File: src/rtl/bcd_subtractor_serial.sv
// Digit-serial BCD subtractor: A - B via A + nines(B) + 1, one digit per clock, LSD first.
// Results (diff/borrow/invalid) are registered and only change when an operation completes.
module bcd_subtractor_serial #(
  parameter int DIGITS = 4
) (
  input  logic                  clk,
  input  logic                  rst_n,
  input  logic                  start,
  input  logic [4*DIGITS-1:0]   a,
  input  logic [4*DIGITS-1:0]   b,
  output logic [4*DIGITS-1:0]   diff,
  output logic                  borrow,
  output logic                  invalid,
  output logic                  busy,
  output logic                  done
);
  localparam int W  = 4 * DIGITS;
  localparam int CW = $clog2(DIGITS) + 1;

  typedef enum logic [1:0] {IDLE, RUN, DONE} state_t;

  state_t          state_q, state_d;
  logic [W-1:0]    a_q, a_d, b_q, b_d, res_q, res_d;
  logic [W-1:0]    diff_q, diff_d;
  logic            carry_q, carry_d;
  logic [CW-1:0]   cnt_q, cnt_d;
  logic            borrow_q, borrow_d, invalid_q, invalid_d;

  logic [3:0]      ad, bd, digit;
  logic [4:0]      raw;
  logic            carry_nx;
  logic [W+3:0]    res_shift;
  logic            in_bad;

  function automatic logic has_bad_digit(input logic [W-1:0] v);
    logic bad;
    bad = 1'b0;
    for (int i = 0; i < DIGITS; i++)
      if (v[4*i +: 4] > 4'd9) bad = 1'b1;
    return bad;
  endfunction

  // One ten's-complement digit step on the current least-significant pair.
  always_comb begin
    ad        = a_q[3:0];
    bd        = b_q[3:0];
    raw       = {1'b0, ad} + (5'd9 - {1'b0, bd}) + {4'd0, carry_q};
    carry_nx  = (raw > 5'd9);
    digit     = carry_nx ? (raw[3:0] + 4'd6) : raw[3:0];
    res_shift = {digit, res_q};
    in_bad    = has_bad_digit(a) | has_bad_digit(b);
  end

  always_comb begin
    state_d   = state_q;
    a_d       = a_q;
    b_d       = b_q;
    res_d     = res_q;
    carry_d   = carry_q;
    cnt_d     = cnt_q;
    diff_d    = diff_q;
    borrow_d  = borrow_q;
    invalid_d = invalid_q;
    case (state_q)
      IDLE: begin
        if (start) begin
          a_d     = a;
          b_d     = b;
          res_d   = '0;
          carry_d = 1'b1;
          cnt_d   = '0;
          if (in_bad) begin
            state_d   = DONE;
            diff_d    = '0;
            borrow_d  = 1'b0;
            invalid_d = 1'b1;
          end else begin
            state_d = RUN;
          end
        end
      end
      RUN: begin
        a_d     = a_q >> 4;
        b_d     = b_q >> 4;
        res_d   = res_shift[W+3:4];
        carry_d = carry_nx;
        cnt_d   = cnt_q + 1'b1;
        if (cnt_q == CW'(DIGITS - 1)) begin
          state_d   = DONE;
          diff_d    = res_shift[W+3:4];
          borrow_d  = ~carry_nx;
          invalid_d = 1'b0;
        end
      end
      DONE:    state_d = IDLE;
      default: state_d = IDLE;
    endcase
  end

  always_ff @(posedge clk) begin
    if (!rst_n) begin
      state_q   <= IDLE;
      a_q       <= '0;
      b_q       <= '0;
      res_q     <= '0;
      carry_q   <= 1'b0;
      cnt_q     <= '0;
      diff_q    <= '0;
      borrow_q  <= 1'b0;
      invalid_q <= 1'b0;
    end else begin
      state_q   <= state_d;
      a_q       <= a_d;
      b_q       <= b_d;
      res_q     <= res_d;
      carry_q   <= carry_d;
      cnt_q     <= cnt_d;
      diff_q    <= diff_d;
      borrow_q  <= borrow_d;
      invalid_q <= invalid_d;
    end
  end

  assign diff    = diff_q;
  assign borrow  = borrow_q;
  assign invalid = invalid_q;
  assign busy    = (state_q == RUN);
  assign done    = (state_q == DONE);
endmodule

File: config.mk
export PLATFORM = sky130hd
export DESIGN_NAME = bcd_subtractor_serial
export DESIGN_NICKNAME = d
export VERILOG_FILES = /design/src/rtl/bcd_subtractor_serial.sv
export SDC_FILE = /design/constraint.sdc
export NUM_CORES = 1
export LEC_CHECK = 0
export BUFFER_PORTS_ARGS = -buffer_cell sky130_fd_sc_hd__buf_2
export CORE_AREA = 2 2 91 71
export DETAILED_ROUTE_END_ITERATION = 16
export DIE_AREA = 0 0 93 73
export GPL_TIMING_DRIVEN = 0
export PLACE_DENSITY = 0.88
export SLEW_MARGIN = 20
export SYNTH_ARGS = -nofsm -noshare
export SYNTH_HDL_FRONTEND = slang
export SYNTH_SLANG_ARGS = --single-unit
File: constraint.sdc
create_clock -name clk -period 2.9 [get_ports clk]
set_clock_uncertainty 0.15 [all_clocks]
set_input_delay 0.29 -clock clk [delete_from_list [all_inputs] [get_ports clk]]
set_output_delay 0.29 -clock clk [all_outputs]
set_load 0.005 [all_outputs]
======== After elaboration in Yosys (flattened, before gate mapping) ========
Index checks and enable logic that the tools add are counted.
word-level totals
  latch bits .............................. 0
  output and inout port bits .............. 20
  bits in read-only memories .............. 0
  input port bits ......................... 35
  memories ................................ 0
  logic and storage cells ................. 71
  bits in registers ....................... 72
  bits in writable memories ............... 0
cells by class
  mux-type cells .......................... 35
  reduce and logical (&&, ||, !) cells .... 5
  order comparisons ....................... 9
  $add $sub $neg .......................... 5
  equality and inequality tests ........... 6
  multiply operators ...................... 0
  shifts and indexed selects .............. 0
  bitwise operators ....................... 2
  divide/modulo/power cells ............... 0
operators by type and width
  operator               count
  $pmux W16 S2           4
  $mux W16               6
  $gt A4 B4 Y1 const B   8
  $mux W1                15
  $mux W2                3
  $pmux W1 S2            3
  $pmux W3 S2            1
  $add A4 B5 Y5          1
  $add A5 B1 Y5          1
  $gt A5 B4 Y1 const B   1
  $sub A4 B4 Y5 const A  1
  $add A4 B3 Y4 const B  1
  $mux W4                1
  $ne A2 B2 Y1 const B   2
  $pmux W2 S2            1
  $reduce_and A2 Y1      2
  $reduce_and A4 Y1      1
  $add A3 B1 Y3 const B  1
  $eq A3 B2 Y1 const B   1
  $mux W3                1
  $eq A2 B1 Y1 const B   1
  $eq A2 B2 Y1 const B   1
  $logic_not A2 Y1       1
  $ne A2 B1 Y1 const B   1
  other kinds (3)        3

======== Longest topological paths before layout ========
Gate-level depths: netlist (run 1).
  depth after elaboration ................. 9
  depth in mapped cells ................... 12

======== Worst setup path after synthesis (run 1) ========
OpenSTA, ideal clock, no wires.
  path kind ............................... reg2reg
  from .................................... register a_q[0]
  to ...................................... register res_q[14]
  library setup time ...................... 129 ps
  cell stages (with the launch flop) ...... 10
  clock period less this slack ............ 2697 ps
  arrival time ............................ 2417 ps
  slack ................................... 203 ps
  cell sequence ........................... dfxtp_1 inv_1 fa_1 inv_1 ha_1 fa_1 o311ai_0 nor3_1 nor4_1 a21boi_1
on the way
  word-level cells in the longest chain between the ends .. 5
  elaborated cells on any way between the ends .. 6
  those cells by class .................... 3 x add/sub; 1 x order compare; 2 x mux
RTL lines
  element                                               line    source
  start, declared                                       23      logic [W-1:0] a_q, a_d, b_q, b_d, res_q, res_d;
  start signal, assigned                                103     a_q <= '0;
  start signal, assigned                                113     a_q <= a_d;
  $add A4 B5 Y5 *                                       47      raw = {1'b0, ad} + (5'd9 - {1'b0, bd}) + {4'd0, carry_q};
  $add A5 B1 Y5 *                                       47
  $add A4 B3 Y4 / $gt A5 B4 Y1 (equally long branches)  49, 48
  $mux W4 *                                             49      digit = carry_nx ? (raw[3:0] + 4'd6) : raw[3:0];
  $pmux W16 S2 *                                        64      case (state_q)
  end signal, assigned                                  115     res_q <= res_d;
  end, declared                                         23
Mark *: on every way between the ends. The rest lies on a longest branch, timed or not.
A chain may end at the register's enable or synchronous reset.

======== Final worst setup path (run 1) ========
  from .................................... register a_q[0]
  to ...................................... register diff_q[14] (netlist: diff[14])
on the way
  word-level cells in the longest chain between the ends .. 6
  elaborated cells on any way between the ends .. 7
  those cells by class .................... 3 x add/sub; 1 x order compare; 3 x mux
RTL lines
  element                                               line    source
  $add A4 B5 Y5 *                                       47
  $add A5 B1 Y5 *                                       47
  $add A4 B3 Y4 / $gt A5 B4 Y1 (equally long branches)  49, 48
  $mux W4 *                                             49
  $mux W16 *                                            88      if (cnt_q == CW'(DIGITS - 1)) begin
  $pmux W16 S2 *                                        64
  end signal, assigned                                  118     diff_q <= diff_d;
  end, declared                                         24      logic [W-1:0] diff_q, diff_d;
Mark *: on every way between the ends. The rest lies on a longest branch, timed or not. The select of a mux whose other input is x is not followed.

==> metrics, run 1 <==
status=finished clean; # DRC=0; final hold vios=0; Critical R2R Capture=diff[14]; Worst-Skew Late Latency=0.35 ns; Hold Slack=between 0.05 and 0.06 ns; share of flip-flops with an asynchronous set or reset=0%; fin crit period=2.83 ns; Slew HR=59.6%; first-pass GRT wire length=14500 microns; overall power=0.00232 W; HP Class=input pin to flip-flop; cells on worst reg2reg path=11; DP Worst Slack=-0.249 ns; Post-synth EDFFs=0; maxcap violations=0; area leader, netlist=dfxtp_1; HPWL Detailed=~6200 microns; syn nets=between 400 and 500; Post-Place Cell Area=3610 sq um; total congestion overflow=0; syn avg cell area=8.09 sq um; reg-to-reg setup timing slack=0.07 ns; Max Fanout on Critical Path=4; number of buffers and inverters on the critical path=4; Die Width=93 microns; synth cell count leaders=nand2_1 (76), dfxtp_1 (68), o21ai_0 (30), nand3_1 (23), nor2_1 (20); clock sink count=68; fraction of layout instances using a drive strength above 1=~22%; Routed Wire Length=9280 microns; reg2reg start=a_q[0]; Slew Limit Fails=0; Tightest Pin Transition=roughly 0.6 ns; clock tree buffer depth=2; pwr/cell area=586 nW/um^2; number of global-route vias before repair=3095; FF+latch area=roughly 1400 sq um; row cnt=25; Top-Level Pins=55; CP Launch Type=flip-flop; CTS H-tree depth=3; hold buffer count at CTS=0; Multi-input gate area=1810 sq um; routed len/inst=~17 microns; CTS tree=done; Leak=1.77 nW; Clk pin slew, worst setup/hold paths=0.07 ns; Worst Setup End Kind=flip-flop; Area contributors post-synth=dfxtp_1 (42%), nand2_1 (8.8%), o211a_1 (5.9%); filler cell count=504; ANT cells=0; Util after Layout=about two thirds; Core ar.=around 6000 sq um; CTS root buf=clkbuf_8; die area=6790 sq um; Antenna Violating Nets Remaining=0; final worst-path cycle share=between 90 and 100%; critical path class=flip-flop to flip-flop; critical path's most frequent cell=inv_1; die height=73 microns; synthesized flop and latch total=68; crit path DAT=2.92 ns; Hold Crit Endpoint=a_q[8]; Crit path depth=11; Warnings, synthesis=0; Distinct cells, synth=43; Seq/Total Area, Yosys=42.0%; total CTS buffers=9; Final setup violation count=0; initial antenna violation count=0; Synth Cell Area=3240 sq um; IR drop worst, VDD=between 0.4 and 0.5 mV; cell with the most instances after synthesis=nand2_1; cells after synthesis=~400; CP max stage cell=fa_2; CP Cell Sequence=inv_1, fa_1, inv_1, ha_4, fa_2, buf_6, buf_4, o2111ai_1, a21oi_4, nor4_4, o21ai_1; Worst path max stage delay=0.49 ns; required time of the critical path=2.99 ns; total number of vias=3345; DRT iter0 DRCs=338; port bufs=53; initial core utilization=54.0%; Synth top area share=42.0%; Area Growth Syn to Fin=22.3%; HP Start=a[8]; RSZ-0062 raised after global routing=true; largest net degree at the start of global routing=12; Net count, final=514; post-route cell area=3970 sq um; DR vias/cell=6.05; CP delay by family, top=adder cells; drt first pass iters=5; Hold Path Stages=3; maximum clock frequency=354 MHz; gpl congestion=0.880; Most used DFF post-synth=dfxtp_1; final setup margin=approximately 0.073 ns; GR Util All Layers=between 20% and 30%
-- how the worst max path moves through the flow --
stage	start	end
2_1_floorplan	a_q[0]	res_q[14]
3_3_place_gp	a_q[0]	res_q[14]
3_5_place_dp	a_q[0]	res_q[14]
4_1_cts	a_q[0]	res_q[14]
5_1_grt	a_q[1]	diff[14]
6_report	a_q[0]	diff[14]
-- tightest hold or removal path, delay by kind of cell --
kind                   cells  cell delay (ns)
buffers and inverters      1             0.10
AO/OA/AOI/OAI              1             0.08
AND/OR/NAND/NOR            1             0.05
-- registers in the layout (all words and copies together), names as in the netlist --
register	cells
a_q	16
b_q	16
diff	16
res_q	12
cnt_q	3
state_q	2
borrow	1
carry_q	1
invalid	1
-- report_power, final --
part	internal (W)	total, W	switching [W]
clock	0.000476	0.000837	0.000361
combinational	0.000201	0.000486	0.000285
sequential	0.000973	0.000999	0.0000258
total	0.00165	0.00232	0.000671
-- through the flow --
| stage | std cells | setup TNS, ns |
|---|---|---|
| floorplan | 401 | 0 |
| global placement | 535 | -0.646 |
| detailed placement | 535 | -0.875 |
| CTS | 552 | 0 |
| global route | 553 | -0.0840 |
| finish | 553 | 0 |
-- cell type report --
type | instances | share of cell area [%]
multi-input combinational | 286 | 45.7
sequential | 68 | 34.4
timing repair buffer | 56 | 7.35
buffer | 30 | 3.25
clock buffer | 10 | 3.22
tap | 81 | 2.56
clock inverter | 5 | 1.96
inverter | 17 | 1.61
-- kinds of logic after synthesis --
group / synth area share [%]
mux: 0.309
buf+inv: 5.94
simple gates: 25.2
compound gates: 21.6
flops: 42.0
xor+xnor: 0.270
fa+ha+maj: 4.71
-- repair_timing --
action	CTS	global route
setup buffers	2	1
setup endpoints to repair	6	6
endpoints found under the hold margin	0	0
pin swaps	3	7
gates cloned	0	0
gates resized for setup	8	20
-- routing by layer --
metal | GRT usage, % | routed length [microns] | vias up
li1 | - | - | 1552
met1 | 34.4 | 3870 | 1594
met2 | 45.9 | 4390 | 171
met3 | 8.37 | 837 | 28
met4 | 9.48 | 184 | 0
met5 | 0 | 0 | -
-- cells in the final DEF (no fill, tap or decap), drive strengths merged, types with 2 or more instances in the layout --
cell type	count
a211oi	2
and2	5
dfxtp	68
o21ai	32
nor4	2
or2	2
buf	73
nand4	14
o2111ai	3
nor2	21
nor3	3
bufinv	2
nand2	76
clkinv	2
nand3	23
a311oi	6
nand2b	2
or4	2
clkbuf	23
nor2b	19
o211a	19
a21boi	2
a22oi	12
a21oi	13
a31oi	3
ha	9
o211ai	3
fa	2
inv	17
Note: power is estimated with default switching activity, not from simulation.
==> run 2: changes to the inputs <==
--- a/config.mk
+++ b/config.mk
@@ -6,11 +6,13 @@
 export NUM_CORES = 1
 export LEC_CHECK = 0
 export BUFFER_PORTS_ARGS = -buffer_cell sky130_fd_sc_hd__buf_2
-export CORE_AREA = 2 2 91 71
+export CELL_PAD_IN_SITES_DETAIL_PLACEMENT = 0
+export CELL_PAD_IN_SITES_GLOBAL_PLACEMENT = 1
+export CORE_AREA = 2 2 106 83
 export DETAILED_ROUTE_END_ITERATION = 16
-export DIE_AREA = 0 0 93 73
+export DIE_AREA = 0 0 108 85
 export GPL_TIMING_DRIVEN = 0
-export PLACE_DENSITY = 0.88
+export PLACE_DENSITY = 0.86
 export SLEW_MARGIN = 20
 export SYNTH_ARGS = -nofsm -noshare
 export SYNTH_HDL_FRONTEND = slang
==> run 2 against run 1 <==
  * Wire length down 4.2%
  * Critical path depth up 1
  * Flip-flop and latch count unchanged
  * Worst setup slack better by 0.020 ns
  * Sequential share of layout area down 0.13 points
  * Final cell count up 5.1%
  * First-iteration DRC count down 51%
  * Non-clock buffer count unchanged
  * Critical endpoint is now res_q[13]
  * Total power up 3.7%
  * Final area up 0.38%
==> metrics, run 2 (same netlist as run 1, synthesis figures left out) <==
status=finished clean (unchanged); Final setup violation count=0 (unchanged); Worst-Skew Late Latency=0.34 ns (was 0.35 ns); Cells after DPL=562 (was 535); ANT cells=0 (unchanged); critical path class=flip-flop to flip-flop (unchanged); overall power=0.00241 W (was 0.00232 W); Util after Layout=48.8% (was 66.0%); total congestion overflow=0 (unchanged); FF+latch area=1360 sq um (unchanged); HP Class=input pin to flip-flop (unchanged); Top-Level Pins=55 (unchanged); total number of vias=3139 (was 3345); HPWL Detailed=6370 microns (was 6240 microns); CTS tree=done (unchanged); # DRC=0 (unchanged); most frequent cells in the layout=nand2_1 (75), buf_2 (66), dfxtp_1 (66), o21ai_0 (28), nand3_1 (23) (unchanged); CP Launch Type=flip-flop (unchanged); Clk pin slew, worst setup/hold paths=0.07 ns (about the same); largest net degree at the start of global routing=12 (unchanged); Hold Slack=0.0684 ns (was 0.0556 ns); first-pass GRT wire length=14400 microns (was 14500 microns); final hold vios=0 (unchanged); filler cell count=804 (was 504); die height=85 microns (was 73 microns); port bufs=53 (unchanged); Leak=1.77 nW (about the same); Slew Limit Fails=0 (unchanged); IR drop worst, VDD=0.246 mV (was 0.404 mV); Slew HR=52.7% (was 59.6%); row cnt=29 (was 25); DR vias/cell=5.40 (was 6.05); DP Worst Slack=-0.185 ns (was -0.249 ns); CTS H-tree depth=3 (unchanged); final worst-path cycle share=96.8% (was 97.5%); Die Width=108 microns (was 93 microns); CTS root buf=clkbuf_8 (unchanged); fin crit period=2.81 ns (was 2.83 ns); total CTS buffers=9 (unchanged); Core ar.=8160 sq um (was 6010 sq um); Max Fanout on Critical Path=4 (unchanged); gpl congestion=0.800 (was 0.880); DRT iter0 DRCs=167 (was 338); clock tree buffer depth=2 (unchanged); Routed Wire Length=8890 microns (was 9280 microns); Antenna Violating Nets Remaining=0 (unchanged); hold buffer count at CTS=0 (unchanged); pwr/cell area=605 nW/um^2 (was 586 nW/um^2); number of global-route vias before repair=2939 (was 3095); initial core utilization=39.7% (was 54.0%); Net count, final=514 (unchanged); die area=9180 sq um (was 6790 sq um); initial antenna violation count=0 (unchanged); fraction of layout instances using a drive strength above 1=21.6% (was 22.5%); final setup margin=0.0931 ns (was 0.0733 ns); GR Util All Layers=20.2% (was 27.6%); maxcap violations=0 (unchanged); clock sink count=68 (unchanged); Finished Layout Cells=581 (was 553); maximum clock frequency=356 MHz (was 354 MHz); Tightest Pin Transition=0.709 ns (was 0.606 ns); Multi-input gate area=1750 sq um (was 1810 sq um); Worst Setup End Kind=flip-flop (unchanged); drt first pass iters=5 (unchanged); commonest non-fill, non-tap cell in the layout=nand2_1 (unchanged); required time of the critical path=2.97 ns (was 2.99 ns); routed len/inst=15.3 microns (was 16.8 microns); crit path DAT=2.88 ns (was 2.92 ns); Area Growth Syn to Fin=22.8% (was 22.3%)
## run 2: changes by cell type in the layout (fill, tap and decap cells not counted), moves of 2 or more
cell	previous run	this run
inv_1	14	16
a21oi_2	0	2
inv_2	3	1
ha_2	0	2
clkbuf_8	9	11
ha_4	2	0
## run 2: area by class of cell
class | count | area share, %
plain buffers | 30 | 3.24
well taps | 108 | 3.39
flip-flops and latches | 68 | 34.3
repair buffers | 56 | 7.23
clock buffers | 12 | 3.90
clock inverters | 4 | 2.39
inverters | 17 | 1.60
multi-input cells | 286 | 44.0
## run 2: worst max-delay path: stages (launching register included)
cell,delay [ns]
dfxtp_2,0.34
inv_1,0.04
ha_1,0.28
inv_1,0.04
ha_2,0.19
fa_2,0.58
inv_1,0.06
ha_2,0.20
nand2_2,0.09
o311a_4,0.23
a21oi_1,0.06
a311oi_2,0.33
a21boi_1,0.10
## run 2: path summary, 6_finish.rpt
check | slack [ns] | cells past startpoint | startpoint | end
setup / recovery | 0.09 | 12 | a_q[1] | res_q[13]
hold / removal | 0.07 | 3 | a[9] | a_q[9]
setup reg to reg | 0.09 | 12 | a_q[1] | res_q[13]
hold reg to reg | 0.31 | 2 | diff[2] | diff[2]
## run 2: where the power goes
part	internal, W	switching (W)
clock	0.000618	0.000358
combinational	0.000175	0.000260
sequential	0.000973	0.0000238
total	0.00177	0.000643
## run 2: per-layer routing
metal  routed length (microns)  vias to the layer above  share of wire [%]  GRT usage, %
li1                          -                     1547                  -             -
met1                      4390                     1497                 49          28.4
met2                      3970                       89                 45          31.5
met3                       464                        6                5.2          4.38
met4                        72                        0               0.81          5.24
met5                         0                        -                  0             0
## run 2: through the flow
| stage | area, sq um | TNS [ns] |
|---|---|---|
| 6_report | 3980 | 0 |
| 5_1_grt | 3980 | -0.0118 |
| 4_1_cts | 3930 | 0 |
| 3_5_place_dp | 3640 | -0.751 |
| 3_3_place_gp | 3640 | -0.654 |
| 2_1_floorplan | 3240 | 0 |
## run 2: repair_timing
item / CTS / global route
pin swaps: 3 / 4
resized for setup: 9 / 8
endpoints found under the setup margin: 6 / 6
buffers inserted: 2 / 1
==> run 3: changes to the inputs <==
--- a/config.mk
+++ b/config.mk
@@ -12,7 +12,7 @@
 export DETAILED_ROUTE_END_ITERATION = 16
 export DIE_AREA = 0 0 108 85
 export GPL_TIMING_DRIVEN = 0
-export PLACE_DENSITY = 0.86
+export PLACE_DENSITY = 0.81
 export SLEW_MARGIN = 20
 export SYNTH_ARGS = -nofsm -noshare
 export SYNTH_HDL_FRONTEND = slang
==> run 3 against run 2 <==
  * Global-route usage rose by 0.67 points
  * Sequential share of layout area is 0.12 points lower
  * Fmax rose by 0.99%
  * Core utilization grew 0.12 points
  * Wire length rose by 0.29%
  * Die area unchanged
  * Critical path depth unchanged
  * Clock power rose by 5%
  * Via count is 0.25% lower
  * Non-clock buffer count fell by 1
  * Flip-flop and latch count unchanged
  * Final area grew 0.25%
  * Critical path type unchanged
  * Critical endpoint unchanged
==> metrics, run 3 (same netlist as run 1, synthesis figures left out) <==
status=finished clean (unchanged); Cells after DPL=562 (unchanged); GR Util All Layers=20.8% (was 20.2%); first-pass GRT wire length=14900 microns (was 14400 microns); ANT cells=0 (unchanged); Multi-input gate area=1760 sq um (was 1750 sq um); Net Sw Power=0.000645 W (was 0.000643 W); initial core utilization=39.7% (unchanged); crit path DAT=2.85 ns (was 2.88 ns); port bufs=53 (unchanged); Clk pwr share=41.9% (was 40.5%); Hold Slack=0.0741 ns (was 0.0684 ns); initial antenna violation count=0 (unchanged); Slew Limit Fails=0 (unchanged); required time of the critical path=2.98 ns (was 2.97 ns); pwr/cell area=613 nW/um^2 (was 605 nW/um^2); final setup margin=0.121 ns (was 0.0931 ns); CTS root buf=clkbuf_8 (unchanged); reg-to-reg setup timing slack=0.12 ns (was 0.09 ns); Net count, final=513 (was 514); routed len/inst=15.4 microns (was 15.3 microns); filler cell count=825 (was 804); # DRC=0 (unchanged); Core ar.=8160 sq um (unchanged); clock tree buffer depth=2 (unchanged); post-route setup TNS=0 ns (unchanged); post-route cell area=3990 sq um (was 3980 sq um); CP Launch Type=flip-flop (unchanged); final hold vios=0 (unchanged); cells on worst reg2reg path=12 (unchanged); HP Class=input pin to flip-flop (unchanged); reg2reg start=a_q[1] (unchanged); final worst-path cycle share=95.8% (was 96.8%); Slew HR=56.0% (was 52.7%); critical path class=flip-flop to flip-flop (unchanged); Finished Layout Cells=580 (was 581); Worst Setup End Kind=flip-flop (unchanged); Final setup violation count=0 (unchanged); hold buffer count at CTS=0 (unchanged); Max Fanout on Critical Path=5 (was 4); gpl congestion=0.843 (was 0.800); commonest non-fill, non-tap cell in the layout=nand2_1 (unchanged); cell-internal power=0.00180 W (was 0.00177 W); maxcap violations=0 (unchanged); drt first pass iters=5 (unchanged); die area=9180 sq um (unchanged); HPWL Detailed=6480 microns (was 6370 microns); Clk pin slew, worst setup/hold paths=0.08 ns (was 0.07 ns); DR vias/cell=5.40 (about the same); number of global-route vias before repair=2976 (was 2939); DP Worst Slack=-0.164 ns (was -0.185 ns); Worst-Skew Late Latency=0.34 ns (about the same); row cnt=29 (unchanged); DRT iter0 DRCs=183 (was 167); IR drop worst, VDD=0.262 mV (was 0.246 mV); Critical R2R Capture=res_q[13] (unchanged); clock sink count=68 (unchanged); total congestion overflow=0 (unchanged); FF+latch area=1360 sq um (about the same); Critical path origin=a_q[1] (unchanged); fraction of layout instances using a drive strength above 1=21.6% (about the same); maximum clock frequency=360 MHz (was 356 MHz); CTS H-tree depth=3 (unchanged); Tightest Pin Transition=0.660 ns (was 0.709 ns); Top-Level Pins=55 (unchanged); Critical Path Sink=res_q[13] (unchanged); most frequent cells in the layout=nand2_1 (75), dfxtp_1 (67), buf_2 (66), o21ai_0 (28), nand3_1 (23) (was nand2_1 (75), buf_2 (66), dfxtp_1 (66), o21ai_0 (28), nand3_1 (23)); Post-Place Cell Area=3640 sq um (unchanged); Leak=1.77 nW (about the same); combinational cell fraction of total power=17.4% (was 18.1%); Routed Wire Length=8920 microns (was 8890 microns); fin crit period=2.78 ns (was 2.81 ns); sw frac=26.4% (was 26.7%); Antenna Violating Nets Remaining=0 (unchanged); die height=85 microns (unchanged); total number of vias=3131 (was 3139); total CTS buffers=9 (unchanged); Die Width=108 microns (unchanged); largest net degree at the start of global routing=13 (was 12); CTS tree=done (unchanged); Seq pwr share=40.7% (was 41.4%); Area Growth Syn to Fin=23.1% (was 22.8%)
## run 3: changes by cell type in the layout (fill, tap and decap cells not counted), sizes merged
cell and change:
clkbuf -3, bufinv +1, clkinv +2, buf -1
## run 3: how the worst min path moves through the flow
stage / startpoint / end / slack, ns / cells after the start
finish: a[9] / a_q[9] / 0.07 / 3
global route: a[8] / a_q[8] / 0.08 / 3
CTS: a[9] / a_q[9] / 0.07 / 3
detailed placement: diff[8] / diff[8] / 0.30 / 2
global placement: diff[1] / diff[1] / 0.30 / 2
floorplan: cnt_q[0] / cnt_q[0] / 0.29 / 1
## run 3: worst max-delay path, stage by stage (launching register included)
cell and delay [ns]:
dfxtp_1 0.34, inv_1 0.05, ha_1 0.27, inv_1 0.04, ha_2 0.19, fa_2 0.59
inv_1 0.06, ha_2 0.20, nand2_2 0.08, o311a_4 0.20, a21oi_1 0.05, a311oi_2 0.32
a21boi_1 0.10
## run 3: power by group through the flow
stage / Sequential (W) / Clock (W) / Combinational (W)
final: 0.000996 / 0.00102 / 0.000425
after global routing: 0.00100 / 0.00108 / 0.000474
after CTS: 0.000995 / 0.00104 / 0.000378
after detailed placement: 0.00102 / 0 / 0.000360
after global placement: 0.00102 / 0 / 0.000350
after floorplan: 0.00101 / 0 / 0.000254
## run 3: per-layer routing
metal	track usage, %	wire length (microns)	up-vias
li1	-	-	1552
met1	30.9	4520	1481
met2	30.9	3810	86
met3	4.84	500	12
met4	4.43	91	0
met5	0	0	-
## run 3: cell type report
class | count | share of cell area [%]
inverter | 17 | 1.60
clock buffer | 9 | 3.10
tap | 108 | 3.39
sequential | 68 | 34.1
timing repair buffer | 55 | 7.02
clock inverter | 7 | 3.48
multi-input combinational | 286 | 44.0
buffer | 30 | 3.23
## run 3: metrics by stage
stage	utilization [%]	power (W)
after floorplan	-	0.00126
after global placement	44.6	0.00137
after detailed placement	44.6	0.00138
after CTS	48.2	0.00241
after global routing	48.9	0.00256
final	48.9	0.00245
## run 3: what timing repair did
| action | in CTS | in global routing |
|---|---|---|
| resized for setup | 6 | 11 |
| setup endpoints to repair | 6 | 6 |
| buffers inserted | 1 | 1 |
| pin swaps | 4 | 6 |
